--- config.mk ---
export PLATFORM = sky130hd
export DESIGN_NAME = fifo_wr_arb_ctrl
export DESIGN_NICKNAME = d
export VERILOG_FILES = /design/src/rtl/fifo_wr_arb_ctrl.sv
export SDC_FILE = /design/constraint.sdc
export NUM_CORES = 1
export LEC_CHECK = 0
export ABC_AREA = 1
export CAP_MARGIN = 20
export CORE_UTILIZATION = 45
export DETAILED_ROUTE_END_ITERATION = 7
export PLACE_DENSITY = 0.76
export SETUP_SLACK_MARGIN = 0.1
export SLEW_MARGIN = 15
export SYNTH_ARGS = -nofsm -noshare
export SYNTH_HDL_FRONTEND = slang
export SYNTH_SLANG_ARGS = --single-unit
--- constraint.sdc ---
create_clock -name CLK -period 3.05 [get_ports CLK]
set_clock_uncertainty 0.2 [all_clocks]
set_input_delay 0.61 -clock CLK [delete_from_list [all_inputs] [get_ports CLK]]
set_output_delay 0.61 -clock CLK [all_outputs]
set_load 0.1 [all_outputs]
--- src/rtl/fifo_wr_arb_ctrl.sv ---
// fifo_wr_arb_ctrl
//   Controller for a FIFO with one write port and one read port. Two
//   producers share the write port under round-robin arbitration. The block
//   owns the write and read pointers, the occupancy count, the full/empty
//   flags and the sticky overflow/underflow flags. It drives the RAM enables
//   and addresses.
//
// Ports
//   CLK, reset        clock; synchronous active-high reset
//   req0, req1        producer write requests
//   gnt0, gnt1        producer grants (the write is accepted this cycle)
//   wr_en, wr_sel     RAM write enable and write-data mux select (1 = producer 1)
//   wr_addr           RAM write address
//   rd_req            consumer read request
//   rd_en, rd_addr    RAM read enable and read address (data valid next cycle)
//   count             occupancy, 0..DEPTH
//   full, empty       registered occupancy flags
//   ovf, udf          sticky: write requested while full / read requested while empty
//   almost_full       count >= AF_LEVEL   (only with FIFO_CTRL_ALMOST_EN)
//   almost_empty      count <= AE_LEVEL   (only with FIFO_CTRL_ALMOST_EN)
//
// Optional feature macro: FIFO_CTRL_ALMOST_EN adds the almost_full and
// almost_empty outputs.

module fifo_wr_arb_ctrl #(
  parameter int ADDR_W   = 5,
  parameter int AF_LEVEL = 28,
  parameter int AE_LEVEL = 4
) (
  input  logic              CLK,
  input  logic              reset,
  input  logic              req0,
  input  logic              req1,
  output logic              gnt0,
  output logic              gnt1,
  output logic              wr_en,
  output logic              wr_sel,
  output logic [ADDR_W-1:0] wr_addr,
  input  logic              rd_req,
  output logic              rd_en,
  output logic [ADDR_W-1:0] rd_addr,
  output logic [ADDR_W:0]   count,
  output logic              full,
  output logic              empty,
  output logic              ovf,
  output logic              udf
`ifdef FIFO_CTRL_ALMOST_EN
  ,
  output logic              almost_full,
  output logic              almost_empty
`endif
);

  localparam logic [ADDR_W:0] DEPTH_C = (ADDR_W+1)'(2**ADDR_W);

  logic [ADDR_W-1:0] wrAddr_q, wrAddr_d;
  logic [ADDR_W-1:0] rdAddr_q, rdAddr_d;
  logic [ADDR_W:0]   count_q, count_d;
  logic              full_q, full_d;
  logic              empty_q, empty_d;
  logic              ovf_q, ovf_d;
  logic              udf_q, udf_d;
  logic              last_q, last_d;
  logic              gnt0C, gnt1C, rdEnC;

`ifdef FIFO_CTRL_ALMOST_EN
  localparam logic [ADDR_W:0] AF_C = (ADDR_W+1)'(AF_LEVEL);
  localparam logic [ADDR_W:0] AE_C = (ADDR_W+1)'(AE_LEVEL);
  logic almostFull_q, almostFull_d;
  logic almostEmpty_q, almostEmpty_d;
`endif

  // Arbitration uses only the current registered state. A full FIFO blocks
  // both producers even if a read drains an entry in the same cycle. When both
  // producers request, the grant goes to the producer that did not win last.
  // Reset suppresses all grants and reads so no access is accepted.
  always_comb begin
    gnt0C = 1'b0;
    gnt1C = 1'b0;
    if (!reset && !full_q) begin
      if (req0 && req1) begin
        if (last_q) gnt0C = 1'b1;
        else        gnt1C = 1'b1;
      end else if (req0) begin
        gnt0C = 1'b1;
      end else if (req1) begin
        gnt1C = 1'b1;
      end
    end
    rdEnC = rd_req & ~empty_q & ~reset;
  end

  // Next-state logic. A write and a read in the same cycle leave the count
  // unchanged. The flags are derived from the next count, so they stay in
  // step with count.
  always_comb begin
    wrAddr_d = wrAddr_q;
    rdAddr_d = rdAddr_q;
    count_d  = count_q;
    last_d   = last_q;
    if (gnt0C || gnt1C) begin
      wrAddr_d = wrAddr_q + 1'b1;
      last_d   = gnt1C;
    end
    if (rdEnC) rdAddr_d = rdAddr_q + 1'b1;
    case ({gnt0C | gnt1C, rdEnC})
      2'b10:   count_d = count_q + 1'b1;
      2'b01:   count_d = count_q - 1'b1;
      default: count_d = count_q;
    endcase
    full_d  = (count_d == DEPTH_C);
    empty_d = (count_d == '0);
    ovf_d   = ovf_q | ((req0 | req1) & full_q);
    udf_d   = udf_q | (rd_req & empty_q);
`ifdef FIFO_CTRL_ALMOST_EN
    almostFull_d  = (count_d >= AF_C);
    almostEmpty_d = (count_d <= AE_C);
`endif
  end

  // last resets to 1 so that producer 0 wins the first contention.
  always_ff @(posedge CLK) begin
    if (reset) begin
      wrAddr_q <= '0;
      rdAddr_q <= '0;
      count_q  <= '0;
      full_q   <= 1'b0;
      empty_q  <= 1'b1;
      ovf_q    <= 1'b0;
      udf_q    <= 1'b0;
      last_q   <= 1'b1;
`ifdef FIFO_CTRL_ALMOST_EN
      almostFull_q  <= 1'b0;
      almostEmpty_q <= 1'b1;
`endif
    end else begin
      wrAddr_q <= wrAddr_d;
      rdAddr_q <= rdAddr_d;
      count_q  <= count_d;
      full_q   <= full_d;
      empty_q  <= empty_d;
      ovf_q    <= ovf_d;
      udf_q    <= udf_d;
      last_q   <= last_d;
`ifdef FIFO_CTRL_ALMOST_EN
      almostFull_q  <= almostFull_d;
      almostEmpty_q <= almostEmpty_d;
`endif
    end
  end

  assign gnt0    = gnt0C;
  assign gnt1    = gnt1C;
  assign wr_en   = gnt0C | gnt1C;
  assign wr_sel  = gnt1C;
  assign wr_addr = wrAddr_q;
  assign rd_en   = rdEnC;
  assign rd_addr = rdAddr_q;
  assign count   = count_q;
  assign full    = full_q;
  assign empty   = empty_q;
  assign ovf     = ovf_q;
  assign udf     = udf_q;
`ifdef FIFO_CTRL_ALMOST_EN
  assign almost_full  = almostFull_q;
  assign almost_empty = almostEmpty_q;
`endif

endmodule
==> metrics.md, run 1 <==
| Metric | Value |
|---|---|
| HPWL Detailed | `1913 µm` |
| Initial Utilization | `0.4948` |
| WL/cell | `11.05 µm` |
| Clk sinks | `21` |
| Initial antenna violation count | `0` |
| Clock-pin slew on the worst setup and hold paths | `0.11 ns` |
| Critical Path AT | `1.97 ns` |
| Post-synth EDFFs | `0` |
| Number of global-route vias before repair | `948` |
| Power per cell area | `644.8 nW/µm²` |
| Overall Power | `0.0009858 W` |
| Slowest stage cell, crit path | `clkdlybuf4s50_1` |
| CP Data Required Time | `2.24 ns` |
| Outcome | `complete, no violations` |
| H-Tree Depth | `1` |
| Final critical-path share of the clock period | `0.9123` |
| Synthesis-to-finish area growth | `35.78%` |
| Critical path startpoint category | `input pin` |
| Commonest cells in the netlist | `nand2_1, dfxtp_1, inv_1, nor2_1` |
| RSZ-0062 raised after global routing | `no` |
| Post-route cell area | `1529 µm²` |
| Cts bufs inserted | `3` |
| Max-cap viol count | `0` |
| Critical path, cell by cell | `clkdlybuf4s50_1, buf_4, nor2_4, inv_1, a211oi_4, buf_12` |
| Core ar. | `2276 µm²` |
| Die height | `52.03 µm` |
| Clock Tree Root | `clkbuf_4` |
| First-pass GRT wire length | `4084 µm` |
| Fin. max-slew vios | `0` |
| Width of the die | `52.03 µm` |
| Seq cells post-synth | `21` |
| Mapped Area | `1126 µm²` |
| Avg Inst Size Synth | `7.609 µm²` |
| Vias per cell | `4.892` |
| Filler cells | `186` |
| Die ar. | `2707 µm²` |
| Multi-input gate area | `610.6 µm²` |
| # Post-CTS Setup Buffers | `0` |
| Leakage | `0.7562 nW` |
| Antenna viol nets, final | `0` |
| Syn nets | `161` |
| VDD IR max | `0.5062 mV` |
| Clock Latency Late Sink | `0.31 ns` |
| Fin util | `0.6718` |
| Fraction of registers with async set/reset | `0` |
| Resize count post-CTS | `0` |
| Pre-Repair DR Iteration Count | `4` |
| Placed cell areas | `1499 µm²` |
| Sequential cell area fraction in the yosys report | `0.3733` |
| Main synth FF type | `dfxtp_1` |
| First DRT Iteration DRCs | `7` |
| CP endpoint kind | `primary output` |
| Max frequency | `0.3594 GHz` |
| Worst-case clock buffer depth | `2` |
| FP Rows | `17` |
| Worst setup path class | `in2out` |
| Worst min path class | `reg2reg` |
| Synth unique cells | `31` |
| CTS tree | `yes` |
| Warnings, synthesis | `0` |
| Count leader, synth | `nand2_1` |
| Worst slew pin tran | `0.3351 ns` |
| Cell accounting for the most synthesized area | `dfxtp_1` |
| Register area | `422.9 µm²` |
| Tmin final | `2.782 ns` |
| Critical Path Max Stage Delay | `0.39 ns` |
| DRT Wirelength | `2354 µm` |
| Via count | `1042` |
| Max-slew headroom | `0.7759` |
| Buffers on Ports | `29` |
| Hold buffer count at CTS | `0` |
| Final net count | `199` |
| Post-Synthesis Cells | `148` |
| Total track usage | `0.2069` |
| Largest net degree at the start of global routing | `14` |
| Largest cells by area after synthesis | `dfxtp_1, nand2_1, ha_1` |
| Share of cells above drive strength 1 | `0.2649` |
| IO Pins | `30` |
| Detailed-route DRC error count | `0` |
| Setup TNS | `0 ns` |
| # diodes | `0` |
| Congestion Overflow GR | `0` |
| Pre-CTS setup slack | `-0.07309 ns` |
| Setup ws final | `0.2676 ns` |
| CP max FO | `5` |
| Top cell type's share of synthesized area | `0.3733` |
| RD Place Congestion | `0.8060` |
| # setup viols final | `0` |
| Final Hold Violating Endpoints | `0` |
-- path summary, 6_finish.rpt --
check,end,from,cells after the start,slack [ns]
setup / recovery,wr_sel,reset,6,0.27
hold / removal,ovf$_SDFF_PP0_,ovf$_SDFF_PP0_,2,0.27
setup reg to reg,full$_SDFF_PP0_,empty$_SDFF_PP1_,14,0.83
hold reg to reg,ovf$_SDFF_PP0_,ovf$_SDFF_PP0_,2,0.27
-- layer usage --
metal	GRT usage	up-vias	wire length, µm
li1	-	554	-
met1	0.2685	462	1114
met2	0.3248	21	1101
met3	0.06140	5	110
met4	0.06757	0	27
met5	0	-	0
-- cells in the final DEF (no fill, tap or decap), drive strengths merged, types with 3 or more instances in the layout --
| cell | instances |
|---|---|
| a21oi | 11 |
| dfxtp | 21 |
| buf | 32 |
| inv | 22 |
| clkbuf | 3 |
| ha | 7 |
| nand3 | 12 |
| nor2 | 21 |
| clkdlybuf4s50 | 4 |
| o21ai | 8 |
| nand2 | 28 |
-- sequential cells by signal, summed over array words and instances, names as in the netlist --
signal   cells
count        6
empty        1
full         1
last_q       1
ovf          1
rd_addr      5
udf          1
wr_addr      5
-- critical path: cells and delay by family --
kind,cells,cell delay [ns]
AND/OR/NAND/NOR,1,0.13
AO/OA/AOI/OAI,1,0.35
buffers and inverters,4,0.87
-- cell families (layout without fill, tap and decap cells) --
logic type / count (synthesis) / count (layout) / share of synthesized area
compound gates: 23 / 23 / 0.1211
xor+xnor: 3 / 3 / 0.02334
fa+ha+maj: 8 / 8 / 0.09555
buf+inv: 25 / 62 / 0.1000
flops: 21 / 21 / 0.3733
simple gates: 68 / 68 / 0.2867
-- stage by stage --
stage / std cells / hold WS [ns]
6_report: 213 / 0.2660
2_1_floorplan: 148 / 0.3136
4_1_cts: 213 / 0.2733
3_3_place_gp: 209 / 0.2403
5_1_grt: 213 / 0.3031
3_5_place_dp: 209 / 0.2557
-- where the power goes --
part / internal (W) / total, W / switching, W
clock network: 0.0000491 / 0.000135 / 0.0000861
registers: 0.000306 / 0.000340 / 0.0000337
logic: 0.000134 / 0.000511 / 0.000376
-- cell type report --
type                            count  area share
Clock buffer                        3     0.01473
Clock inverter                      1    0.003273
Inverter                           22     0.05892
Multi-Input combinational cell    102      0.3993
Sequential cell                    21      0.2766
Tap cell                           28     0.02291
Timing Repair Buffer               36      0.2242
Power figures use the tool's default switching activity.
==> run 2, diff against run 1 <==
--- a/config.mk
+++ b/config.mk
@@ -9,6 +9,7 @@
 export CAP_MARGIN = 20
 export CORE_UTILIZATION = 45
 export DETAILED_ROUTE_END_ITERATION = 7
+export GPL_TIMING_DRIVEN = 0
 export PLACE_DENSITY = 0.76
 export SETUP_SLACK_MARGIN = 0.1
 export SLEW_MARGIN = 15
==> run 2 against run 1 <==
Against the previous run: utilization decreased by 1.0 points; power decreased by 1.3%; final area decreased by 1.6%; maximum frequency decreased by 2.9%; cell count decreased by 1.4%; sequential share of layout area increased by 0.44 points; combinational power decreased by 2%; worst setup slack got worse by 0.083 ns; highest routed layer unchanged.
==> metrics.md, run 2 (same netlist as run 1, synthesis figures left out) <==
| Metric | Value |
|---|---|
| Outcome | `complete, no violations` |
| Critical Path Stages | `3 (-3)` |
| Initial Utilization | `0.4948 (unchanged)` |
| Leakage | `0.6837 nW (-9.6%)` |
| Final Hold Violating Endpoints | `0 (unchanged)` |
| Synthesis-to-finish area growth | `33.67%` |
| Overall Power | `0.0009729 W (-1.3%)` |
| FP Rows | `17 (unchanged)` |
| Worst setup path class | `in2out` |
| Tmin final | `2.865 ns (+0.08255 ns)` |
| Reg-to-Reg End | `empty$_SDFF_PP1_` |
| Largest net degree at the start of global routing | `13 (-1)` |
| IO Pins | `30 (unchanged)` |
| Number of global-route vias before repair | `893 (-5.8%)` |
| Initial antenna violation count | `0 (unchanged)` |
| Slowest stage cell, crit path | `clkdlybuf4s18_2` |
| First DRT Iteration DRCs | `14 (+7)` |
| CP max FO | `4 (-1)` |
| Critical Path Max Stage Delay | `0.58 ns (+0.19 ns)` |
| R2R depth | `14 (unchanged)` |
| Clock-pin slew on the worst setup and hold paths | `0.12 ns (about the same)` |
| Total track usage | `0.1979 (-0.008959)` |
| Hold buffer count at CTS | `0 (unchanged)` |
| Hold Path Origin | `ovf$_SDFF_PP0_` |
| Share of cells above drive strength 1 | `0.1429 (-0.1220)` |
| Core ar. | `2276 µm² (unchanged)` |
| Power per cell area | `646.4 nW/µm² (+0.25%)` |
| Die ar. | `2707 µm² (unchanged)` |
| # diodes | `0 (unchanged)` |
| Buffers on Ports | `28 (-3.4%)` |
| Fin. max-slew vios | `0 (unchanged)` |
| HPWL Detailed | `1819 µm (-4.9%)` |
| H-Tree Depth | `1 (unchanged)` |
| Clock Latency Late Sink | `0.30 ns (about the same)` |
| Via count | `1050 (+0.77%)` |
| RR Startpoint | `empty$_SDFF_PP1_` |
| # setup viols final | `0 (unchanged)` |
| Pre-CTS setup slack | `-0.4760 ns (-0.4029 ns)` |
| Commonest non-fill, non-tap cell in the layout | `nand2_1` |
| Clk sinks | `21 (unchanged)` |
| Fin util | `0.6614 (-0.01045)` |
| Final net count | `196 (-1.5%)` |
| CP Data Required Time | `2.24 ns (about the same)` |
| Detailed-route DRC error count | `0 (unchanged)` |
| Max frequency | `0.3490 GHz (-2.9%)` |
| VDD IR max | `0.4635 mV (-8.4%)` |
| Width of the die | `52.03 µm (unchanged)` |
| Final critical-path share of the clock period | `0.9393 (+0.02707)` |
| Max-cap viol count | `0 (unchanged)` |
| Largest register FFs | `6 (unchanged)` |
| Worst min path class | `reg2reg` |
| Max-slew headroom | `0.3548 (-0.4211)` |
| WL/cell | `11.21 µm (+1.4%)` |
| Setup ws final | `0.1850 ns (-0.08255 ns)` |
| RSZ-0062 raised after global routing | `yes` |
| Vias per cell | `5.000 (+2.2%)` |
| Critical path startpoint category | `input pin` |
| Commonest cells after routing, fill and taps aside | `nand2_1, clkdlybuf4s50_1, inv_1, dfxtp_1, nor2_1` |
| RD Place Congestion | `0.7611 (-5.6%)` |
| Worst-case clock buffer depth | `2 (unchanged)` |
| Family with the most delay on the worst path | `buffers and inverters` |
| Biggest register | `count` |
| Critical Path AT | `2.05 ns (+0.08 ns)` |
| DRT Wirelength | `2354 µm (unchanged)` |
| Antenna viol nets, final | `0 (unchanged)` |
| Critical path, cell by cell | `clkdlybuf4s50_1, a211oi_4, clkdlybuf4s18_2` |
| Cts bufs inserted | `3 (unchanged)` |
| Clock Tree Root | `clkbuf_4` |
| Hold depth | `2 (unchanged)` |
| Pre-Repair DR Iteration Count | `5 (+1)` |
| First-pass GRT wire length | `3933 µm (-3.7%)` |
| Worst hold endpoint | `ovf$_SDFF_PP0_` |
| R2R setup slack | `0.79 ns (-0.04 ns)` |
| Worst slew pin tran | `0.9648 ns (+0.6297 ns)` |
| Crit path buf inv count | `2 (-2)` |
| Congestion Overflow GR | `0 (unchanged)` |
| Die height | `52.03 µm (unchanged)` |
| CP endpoint kind | `primary output` |
| CTS tree | `yes` |
-- run 2: cell types whose count changed in the layout (fill, tap and decap cells not counted), moves of 2 or more --
cell             delta
buf_4              -25
buf_12              -5
buf_6               +2
clkdlybuf4s15_2     +2
clkdlybuf4s50_1    +19
clkdlybuf4s18_2     +2
-- run 2: worst max-delay path by stage --
stage / slack, ns / startpoint / end
finish: 0.19 / req0 / gnt1
global route: 0.03 / req0 / empty$_SDFF_PP1_
CTS: 0.09 / req1 / wr_sel
detailed placement: -0.48 / req1 / wr_sel
global placement: -0.46 / req1 / wr_sel
floorplan: 0.02 / reset / wr_sel
-- run 2: power breakdown --
group | switching [W] | internal (W)
registers | 0.0000310 | 0.000306
logic | 0.000373 | 0.000126
clock network | 0.0000869 | 0.0000489
-- run 2: stage by stage --
stage               hold slack [ns]  setup TNS, ns  area [µm²]  std cells
floorplan                    0.3136              0        1147        148
global placement             0.2386         -2.140        1463        204
detailed placement           0.2618         -2.347        1463        204
CTS                          0.2801              0        1496        208
global route                 0.2935              0        1505        210
finish                       0.2765              0        1505        210
-- run 2: routing by layer --
layer | share of wire | GRT usage
met1 | 0.46 | 0.2545
met2 | 0.49 | 0.3205
met3 | 0.041 | 0.03509
met4 | 0.0068 | 0.08559
met5 | 0 | 0
-- run 2: area by class of cell --
type / instances / area, µm²
Fill cell: 208 / 770.7
Multi-Input combinational cell: 102 / 610.6
Sequential cell: 21 / 422.9
Timing Repair Buffer: 30 / 292.8
Inverter: 22 / 90.09
Tap cell: 28 / 35.03
Buffer: 3 / 26.28
Clock buffer: 3 / 22.52
Clock inverter: 1 / 5.005
-- run 2: worst reg2reg max path: stages (launching register included) --
cell and delay (ns):
dfxtp_2 0.35, inv_1 0.09, nand3_4 0.10, inv_4 0.09, ha_2 0.26, fa_1 0.43
inv_1 0.06, nand2_1 0.04, nand2_1 0.07, nand2_1 0.06, nor2_1 0.10, nand3_1 0.08
nor2_1 0.12, nor2_1 0.05, nor2_1 0.08
-- run 2: timing repair --
action	4_1_cts	5_1_grt
pin swaps	0	1
buffers inserted	0	2
gates resized for setup	15	5
setup endpoints to repair	5	6
cloned	0	0
endpoints found under the hold margin	0	0
==> run 3, diff against run 2 <==
--- a/config.mk
+++ b/config.mk
@@ -6,6 +6,7 @@
 export NUM_CORES = 1
 export LEC_CHECK = 0
 export ABC_AREA = 1
+export ABC_CLOCK_PERIOD_IN_PS = 3050
 export CAP_MARGIN = 20
 export CORE_UTILIZATION = 45
 export DETAILED_ROUTE_END_ITERATION = 7
==> results of run 3 <==
Same layout as run 2: the final DEF is identical, and so are final timing and power.
